## src/rtl/i2s_clk_gen.sv

```systemverilog
// I2S clock generator: MCLK, BCLK and LRCK from clk_in, with serializer strobes.
// Divide ratios are held in shadow registers and only reloaded on frame
// boundaries, so the codec never sees a shortened clock phase.
module i2s_clk_gen #(
    parameter int unsigned DIV_W         = 8,
    parameter int unsigned SLOT_BITS     = 32,
    parameter int unsigned RST_MCLK_HALF = 4,
    parameter int unsigned RST_BCLK_HALF = 8
) (
    input  logic             clk_in,
    input  logic             ar,
    input  logic             enable,
    input  logic [DIV_W-1:0] mclk_half,
    input  logic [DIV_W-1:0] bclk_half,
    output logic             mclk,
    output logic             bclk,
    output logic             lrck,
    output logic             bclk_fall,
    output logic             frame_start,
    output logic             running
);

    localparam int unsigned BIT_W = (SLOT_BITS > 1) ? $clog2(SLOT_BITS) : 1;
    localparam logic [BIT_W-1:0] LAST_BIT = BIT_W'(SLOT_BITS - 1);

    typedef enum logic {
        ST_IDLE = 1'b0,
        ST_RUN  = 1'b1
    } state_e;

    state_e             state_q;

    logic [DIV_W-1:0]   mcnt_q, mcnt_d;
    logic [DIV_W-1:0]   mshadow_q, mshadow_d;
    logic               mclk_q, mclk_d;
    logic [DIV_W-1:0]   mlimit;

    logic [DIV_W-1:0]   bcnt_q;
    logic [DIV_W-1:0]   bshadow_q;
    logic [BIT_W-1:0]   bit_q;
    logic               bclk_q;
    logic               lrck_q;
    logic               bclk_fall_q;
    logic               frame_start_q;
    logic               running_q;
    logic [DIV_W-1:0]   blimit;

    logic               bclk_tick;
    logic               bclk_fall_ev;
    logic               slot_wrap;
    logic               frame_end;
    logic               frame_start_ev;
    logic               bshadow_load;

    // Terminal counts; a zero half-period behaves as one.
    always_comb begin
        mlimit = (mshadow_q == '0) ? '0 : mshadow_q - DIV_W'(1);
        blimit = (bshadow_q == '0) ? '0 : bshadow_q - DIV_W'(1);
    end

    // BCLK/LRCK event decode shared by the FSM and the MCLK shadow load.
    always_comb begin
        bclk_tick      = (state_q == ST_RUN) && (bcnt_q >= blimit);
        bclk_fall_ev   = bclk_tick && bclk_q;
        slot_wrap      = bclk_fall_ev && (bit_q == LAST_BIT);
        frame_end      = slot_wrap && lrck_q;
        frame_start_ev = ((state_q == ST_IDLE) && enable) || (frame_end && enable);
        bshadow_load   = (state_q == ST_IDLE) || frame_start_ev;
    end

    // MCLK divider next state; free-running whenever out of reset.
    always_comb begin
        mcnt_d    = mcnt_q + DIV_W'(1);
        mclk_d    = mclk_q;
        mshadow_d = mshadow_q;
        if (mcnt_q >= mlimit) begin
            mcnt_d = '0;
            mclk_d = ~mclk_q;
        end
        if (!running_q || frame_start_ev) begin
            mshadow_d = mclk_half;
        end
    end

    // MCLK divider registers.
    always_ff @(posedge clk_in or negedge ar) begin
        if (!ar) begin
            mcnt_q    <= '0;
            mclk_q    <= 1'b0;
            mshadow_q <= DIV_W'(RST_MCLK_HALF);
        end else begin
            mcnt_q    <= mcnt_d;
            mclk_q    <= mclk_d;
            mshadow_q <= mshadow_d;
        end
    end

    // BCLK/LRCK state machine with registered clocks and strobes.
    always_ff @(posedge clk_in or negedge ar) begin
        if (!ar) begin
            state_q       <= ST_IDLE;
            bcnt_q        <= '0;
            bshadow_q     <= DIV_W'(RST_BCLK_HALF);
            bit_q         <= '0;
            bclk_q        <= 1'b0;
            lrck_q        <= 1'b0;
            bclk_fall_q   <= 1'b0;
            frame_start_q <= 1'b0;
            running_q     <= 1'b0;
        end else begin
            bclk_fall_q   <= 1'b0;
            frame_start_q <= 1'b0;
            if (bshadow_load) begin
                bshadow_q <= bclk_half;
            end
            case (state_q)
                ST_IDLE: begin
                    bcnt_q    <= '0;
                    bit_q     <= '0;
                    bclk_q    <= 1'b0;
                    lrck_q    <= 1'b0;
                    running_q <= 1'b0;
                    if (enable) begin
                        state_q       <= ST_RUN;
                        running_q     <= 1'b1;
                        frame_start_q <= 1'b1;
                    end
                end
                ST_RUN: begin
                    if (bclk_tick) begin
                        bcnt_q <= '0;
                        bclk_q <= ~bclk_q;
                    end else begin
                        bcnt_q <= bcnt_q + DIV_W'(1);
                    end
                    if (bclk_fall_ev) begin
                        bclk_fall_q <= 1'b1;
                        if (slot_wrap) begin
                            bit_q  <= '0;
                            lrck_q <= ~lrck_q;
                        end else begin
                            bit_q <= bit_q + BIT_W'(1);
                        end
                    end
                    // Frame boundary: either start the next frame or stop cleanly.
                    if (frame_end) begin
                        if (enable) begin
                            frame_start_q <= 1'b1;
                        end else begin
                            state_q   <= ST_IDLE;
                            bclk_q    <= 1'b0;
                            lrck_q    <= 1'b0;
                            running_q <= 1'b0;
                        end
                    end
                end
                default: begin
                    state_q <= ST_IDLE;
                end
            endcase
        end
    end

    assign mclk        = mclk_q;
    assign bclk        = bclk_q;
    assign lrck        = lrck_q;
    assign bclk_fall   = bclk_fall_q;
    assign frame_start = frame_start_q;
    assign running     = running_q;

endmodule

```

## config.mk

```make
export PLATFORM = sky130hd
export DESIGN_NAME = i2s_clk_gen
export DESIGN_NICKNAME = d
export VERILOG_FILES = /design/src/rtl/i2s_clk_gen.sv
export SDC_FILE = /design/constraint.sdc
export NUM_CORES = 1
export LEC_CHECK = 0
export CAP_MARGIN = 15
export CORE_ASPECT_RATIO = 1.25
export CORE_MARGIN = 4
export CORE_UTILIZATION = 54
export DETAILED_ROUTE_END_ITERATION = 7
export PLACE_DENSITY_LB_ADDON = 0.12
export SLEW_MARGIN = 20
export SYNTH_ARGS = -nofsm -noshare
export SYNTH_HDL_FRONTEND = slang
export SYNTH_SLANG_ARGS = --single-unit
export TNS_END_PERCENT = 20
```

## constraint.sdc

```tcl
create_clock -name clk_in -period 8.55 [get_ports clk_in]
set_input_delay 1.71 -clock clk_in [delete_from_list [all_inputs] [get_ports clk_in]]
set_output_delay 1.71 -clock clk_in [all_outputs]
set_load 0.02 [all_outputs]
```

==> results of run 1 <==
==> cells by family after synthesis <==
| group | after synthesis | share of synthesized area, % |
|---|---|---|
| compound gates | 28 | 7.38 |
| buf+inv | 19 | 2.92 |
| fa+ha+maj | 24 | 11.9 |
| mux | 20 | 8.66 |
| xor+xnor | 18 | 6.24 |
| flops | 44 | 43.7 |
| simple gates | 97 | 19.3 |
==> critical path, cell delays in order, from the launching register on <==
cell and delay [ns]:
dfrtp_1 0.40, nor3_1 0.33, nand2_1 0.16, nor3_1 0.21, nand2b_1 0.14, nand2_1 0.09, ha_1 0.22, o21a_1 0.16
o21ai_0 0.16, a21oi_1 0.07, o21ai_0 0.17, a21boi_0 0.11, ha_1 0.33, and2_1 0.22, ha_1 0.18, nand2b_1 0.15
and2_1 0.19, nor2b_1 0.55, mux2_2 0.41
==> cells in the final DEF, fill, tap and decap left out, drive strengths merged, types with 2 or more instances in the layout <==
cell           netlist  routed
and2                 6       6
a21boi               3       3
or2                  2       2
dfstp                2       2
nor3                 5       5
a21oi                9       9
mux2                15      15
a21o                 3       3
nand2b               6       6
or4                  2       2
nor3b                2       2
ha                  24      24
o21ai                7       7
mux2i                5       5
clkbuf               2       7
xor2                15      15
dfrtp               42      42
xnor2                3       3
nor2                24      24
o22ai                2       2
nand3               15      15
inv                 15      15
o21a                 2       2
nor2b                5       5
and3                 6       6
clkdlybuf4s50        0      23
nand2               21      21
==> worst max path at each step <==
stage	start	endpoint	slack [ns]	cells past startpoint
4_1_cts	bshadow_q[4]	bshadow_q[0]	4.20	18
6_report	bshadow_q[4]	bshadow_q[6]	4.20	18
3_5_place_dp	bshadow_q[4]	bshadow_q[6]	4.22	18
2_1_floorplan	bshadow_q[4]	bshadow_q[0]	4.83	20
5_1_grt	bshadow_q[2]	bshadow_q[1]	3.83	18
3_3_place_gp	bshadow_q[4]	bshadow_q[0]	4.34	18
==> registers in the layout, summed over array words and instances (netlist names) <==
| name | flops |
|---|---|
| state_q | 1 |
| bcnt_q | 8 |
| mshadow_q | 8 |
| mcnt_q | 8 |
| mclk | 1 |
| bclk_fall | 1 |
| frame_start | 1 |
| running | 1 |
| bclk | 1 |
| bshadow_q | 8 |
| bit_q | 5 |
| lrck | 1 |
==> where the power goes <==
group,switching [mW],internal [mW]
combinational,0.0991,0.0979
sequential,0.0505,0.253
clock,0.0641,0.0573
total,0.214,0.408
==> layer usage <==
metal / global-route usage, % / up-vias
met1: 19.0 / 834
met3: 4.07 / 6
li1: - / 910
met4: 5.33 / 0
met2: 28.4 / 19
met5: 0 / -
==> cell type report <==
class,count,area share (%)
multi-input combinational,187,46.6
sequential,44,38.1
timing repair buffer,24,8.11
clock buffer,7,2.63
tap,58,2.50
inverter,15,1.94
clock inverter,1,0.173
==> metrics, run 1 <==
worst endpoint required time 8.72 ns; via count 1,769; crit path DAT 4.52 ns; Final Cell Area 2900 sq um; average size of a mapped cell 10.1 sq um; # resized after CTS 0; fraction of registers with async set/reset 100%; ys flop type dfrtp_1; FILL cells 393; Final ANT Viol Nets 0; Sequential Area 1100 sq um; Power, Total 0.622 mW; hold buffers post-CTS 0; Netlist Area Pre-Place 2530 sq um; WHS Endpoint mclk; setup_tns 0 ns; Max Fclk 0.230 GHz; Layout Nets 320; DP Cell Count 328; Die Area 5850 sq um; number of setup violations in the final report 0; post-synthesis cell type count 36; non-filler cells, final 336; DR WL/cell 12.7 um; Hold WC Path Type reg -> reg; Iter 0 DRT Violations 59; Worst setup SP type flip-flop; setup ws final 4.20 ns; Yosys warning count 0; io pins 25; MaxCap Viol Count 0; vias in the first global route 1,847; crit end category flip-flop; share of cells above drive strength 1 10.8%; Area Overhead vs Synth 14.7%; CTS tree built; post-route clock period utilization 50.9%; Post-route DRC 0; Mapped Nets 293; GRT overflow 0; relative slew slack 37.3%; vias per cell 5.26; Hold Startpoint mclk; met3 WL 108 um; EDFF count, synth 0; clk slew on worst S/H paths 0.08 ns; final-report max-slew violation count 0; HPWL after detailed placement 3210 um; area leader, netlist dfrtp_1; Initial Util 56.7%; DRT Pass-1 Iters 4; Port Buffer Count 24; CTS Buf Count 5; RSZ-0062 raised after global routing false; n_diodes 0; CTS root buf clkbuf_8; Core Area 4460 sq um; Core Rows 27; DR top layer met4; Die H 84.5 um; post-synthesis sequential area ratio 43.7%; Die Width 69.2 um; final core occ 65.0%; Gate Count Post-Synth 250; worst slew pin tran 0.940 ns; M1 WL 2000 um; share of Yosys cell area claimed by the top area cell type 41.6%; most frequent cells after synthesis dfrtp_1 (42), ha_1 (24), nor2_1 (23); hold depth 1; Hold WS 0.474 ns; Setup Slack @ Placement 4.22 ns; maximum clock insertion buffer count 2; peak supply drop 0.170 mV; most frequent cell after synthesis dfrtp_1; r2r worst-path depth 18; global-route wire length before repair 7800 um; Multi-input gate area 1350 sq um; reg2reg setup slack 4.20 ns; CTS Sinks 44; final WL 4270 um; CP max FO 11; pwr dens 214 nW/um^2; antenna violations before repair 0; Hold Vio Cnt, Final 0; Placed Area 2820 sq um; Worst Setup Path Type reg -> reg; worst skew pair latency 0.29 ns; Pleak 1.41 nW; routability cong. 0.828; buffers inserted by post-CTS timing repair 0; synth top area cells dfrtp_1 (42%), ha_1 (12%), mux2_2 (6.7%); clock skew 0.0101 ns; largest net degree at the start of global routing 45; GRT Util Overall 16.1%; r2r startpoint bshadow_q[4]; FF-to-FF End bshadow_q[6]; met2 wire length 2100 um; CTS H-tree depth 2; result of the run finished, final reports clean; Yosys reg bits 44; Final min period 4.35 ns
(Power assumes the default switching activity.)
==> run 2, diff against run 1 <==
- clock period: 8.55 -> 4.33 ns (I/O delays scaled with it)
==> run 2 against run 1 <==
Effect of this change: hold slack got worse by 0.0023 ns; sequential share of layout area is 0.34 points lower; highest routed layer unchanged; combinational power grew 97%; largest power group unchanged; cell area rose by 0.91%; via count up 0.45%; die area is the same; global-route usage is 0.20 points higher; largest cell class unchanged.
==> metrics, run 2 (synthesis gave the netlist of run 1 again) <==
Final Cell Area 2930 sq um (+0.91%); final WL 4350 um (+1.9%); routability cong. 0.811 (-2.1%); antenna violations before repair 0 (unchanged); Core Area 4460 sq um (unchanged); CTS tree built; FILL cells 390 (-0.76%); WHS Endpoint mclk; worst slew pin tran 0.954 ns (+0.0141 ns); worst endpoint required time 4.51 ns (-4.21 ns); pwr dens 427 nW/um^2 (+99%); result of the run finished, final reports clean; clk slew on worst S/H paths 0.08 ns (about the same); largest net degree at the start of global routing 45 (unchanged); DRT Pass-1 Iters 4 (unchanged); GRT overflow 0 (unchanged); via count 1,777 (+0.45%); Worst Setup Path Type reg -> reg; CP max FO 10 (-1); Die H 84.5 um (unchanged); worst skew pair latency 0.29 ns (about the same); global-route wire length before repair 7850 um (+0.62%); Core Rows 27 (unchanged); number of setup violations in the final report 0 (unchanged); Area Overhead vs Synth 15.7%; Initial Util 56.7% (unchanged); # resized after CTS 0 (unchanged); Power, Total 1.25 mW (+100%); Final min period 3.77 ns (-0.578 ns); CTS Sinks 44 (unchanged); buffers inserted by post-CTS timing repair 0 (unchanged); DR WL/cell 12.9 um (+1.2%); CTS root buf clkbuf_8; CP max stage delay 0.40 ns (-0.15 ns); hold buffers post-CTS 0 (unchanged); Port Buffer Count 24 (unchanged); HPWL after detailed placement 3320 um (+3.5%); r2r worst-path depth 18 (unchanged); final-report max-slew violation count 0 (unchanged); Die Width 69.2 um (unchanged); crit path DAT 3.95 ns (-0.57 ns); io pins 25 (unchanged); Hold WS 0.472 ns (-0.00226 ns); FF-to-FF End mshadow_q[3]; slowest CP cell dfrtp_1; Hold WC Path Type reg -> reg; most common cell after layout, fill and taps aside dfrtp_1; reg2reg setup slack 0.56 ns (-3.64 ns); vias in the first global route 1,790 (-3.1%); peak supply drop 0.248 mV (+46%); crit end category flip-flop; RSZ-0062 raised after global routing false; post-route clock period utilization 87.1% (+36 points); Cell Chain, Critical Path nor3_1 -> nand2_1 -> nor3_1 -> nand2b_1 -> nand2_1 -> ha_1 -> o21a_1 -> o21ai_0 -> a21oi_1 -> o21ai_0 -> a21boi_0 -> ha_1 -> and2_1 -> ha_1 -> nand2b_1 -> and2_1 -> nand2b_1 -> mux2_2; share of cells above drive strength 1 12.1% (+1.4 points); Die Area 5850 sq um (unchanged); Max Fclk 0.265 GHz (+15%); Post-route DRC 0 (unchanged); Hold Vio Cnt, Final 0 (unchanged); Placed Area 2830 sq um (+0.53%); worst path bufs/invs 0 (unchanged); Pleak 1.43 nW (+1.3%); maximum clock insertion buffer count 2 (unchanged); Setup Slack @ Placement 0.554 ns (-3.67 ns); MaxCap Viol Count 0 (unchanged); Hold Startpoint mclk; clock skew 0.0107 ns (+0.000540 ns); GRT Util Overall 16.3% (+0.20 points); relative slew slack 36.4% (-0.94 points); vias per cell 5.26 (-0.14%); Final ANT Viol Nets 0 (unchanged); commonest non-fill, non-tap cells in the layout dfrtp_1 (42), ha_1 (24), nor2_1 (23), clkdlybuf4s50_1 (23), nand2_1 (21); Crit path max-delay family simple AND/OR/NAND/NOR gates; setup_tns 0 ns (unchanged); CTS Buf Count 5 (unchanged); hold depth 1 (unchanged); Worst setup SP type flip-flop; CTS H-tree depth 2 (unchanged); n_diodes 0 (unchanged); setup ws final 0.560 ns (-3.64 ns); r2r startpoint bshadow_q[4]; Iter 0 DRT Violations 78 (+32%); Layout Nets 322 (+0.63%)
[run 2: worst max-delay path by stage]
stage | start | endpoint | depth (start not counted)
4_1_cts | bshadow_q[4] | bshadow_q[6] | 19
3_3_place_gp | bshadow_q[4] | mshadow_q[3] | 18
2_1_floorplan | bshadow_q[4] | bshadow_q[0] | 20
6_report | bshadow_q[4] | mshadow_q[3] | 18
3_5_place_dp | bshadow_q[4] | mshadow_q[6] | 18
5_1_grt | bshadow_q[4] | mshadow_q[3] | 18
[run 2: worst reg2reg max path: cells and delay by family, from the launching register on]
kind            cells  cell delay (ns)
simple gates        9             1.72
mux                 1             0.35
fa+ha+maj           3             0.60
compound gates      5             0.60
flops               1             0.40
[run 2: metal layers]
| metal | share of wire, % | wire length [um] | track usage (%) |
|---|---|---|---|
| met2 | 52 | 2270 | 28.9 |
| met1 | 44 | 1920 | 19.8 |
| met5 | 0 | 0 | 0 |
| met3 | 2.1 | 91 | 2.99 |
| met4 | 1.5 | 65 | 5.33 |
[run 2: metrics by stage]
stage | cells | util [%]
after global placement | 330 | 63.5
final | 338 | 65.6
after CTS | 338 | 65.6
after floorplan | 250 | -
after global routing | 338 | 65.6
after detailed placement | 330 | 63.5
[run 2: layout make-up]
type | instances | area, sq um | area share (%)
tap | 58 | 72.6 | 2.48
timing repair buffer | 26 | 250 | 8.55
clock inverter | 2 | 10.0 | 0.342
sequential | 44 | 1100 | 37.7
multi-input combinational | 187 | 1350 | 46.2
inverter | 15 | 56.3 | 1.92
clock buffer | 6 | 82.6 | 2.82
[run 2: power breakdown]
part / internal (mW) / switching, mW
clock network: 0.127 / 0.134
logic: 0.195 / 0.195
registers: 0.499 / 0.0991
total: 0.821 / 0.428
==> run 3, diff against run 2 <==
- ABC_AREA: not set -> 0
- ABC_CLOCK_PERIOD_IN_PS: not set -> 4330
==> results of run 3 <==
Same layout as run 2: the final DEF is identical, and so are final timing and power.
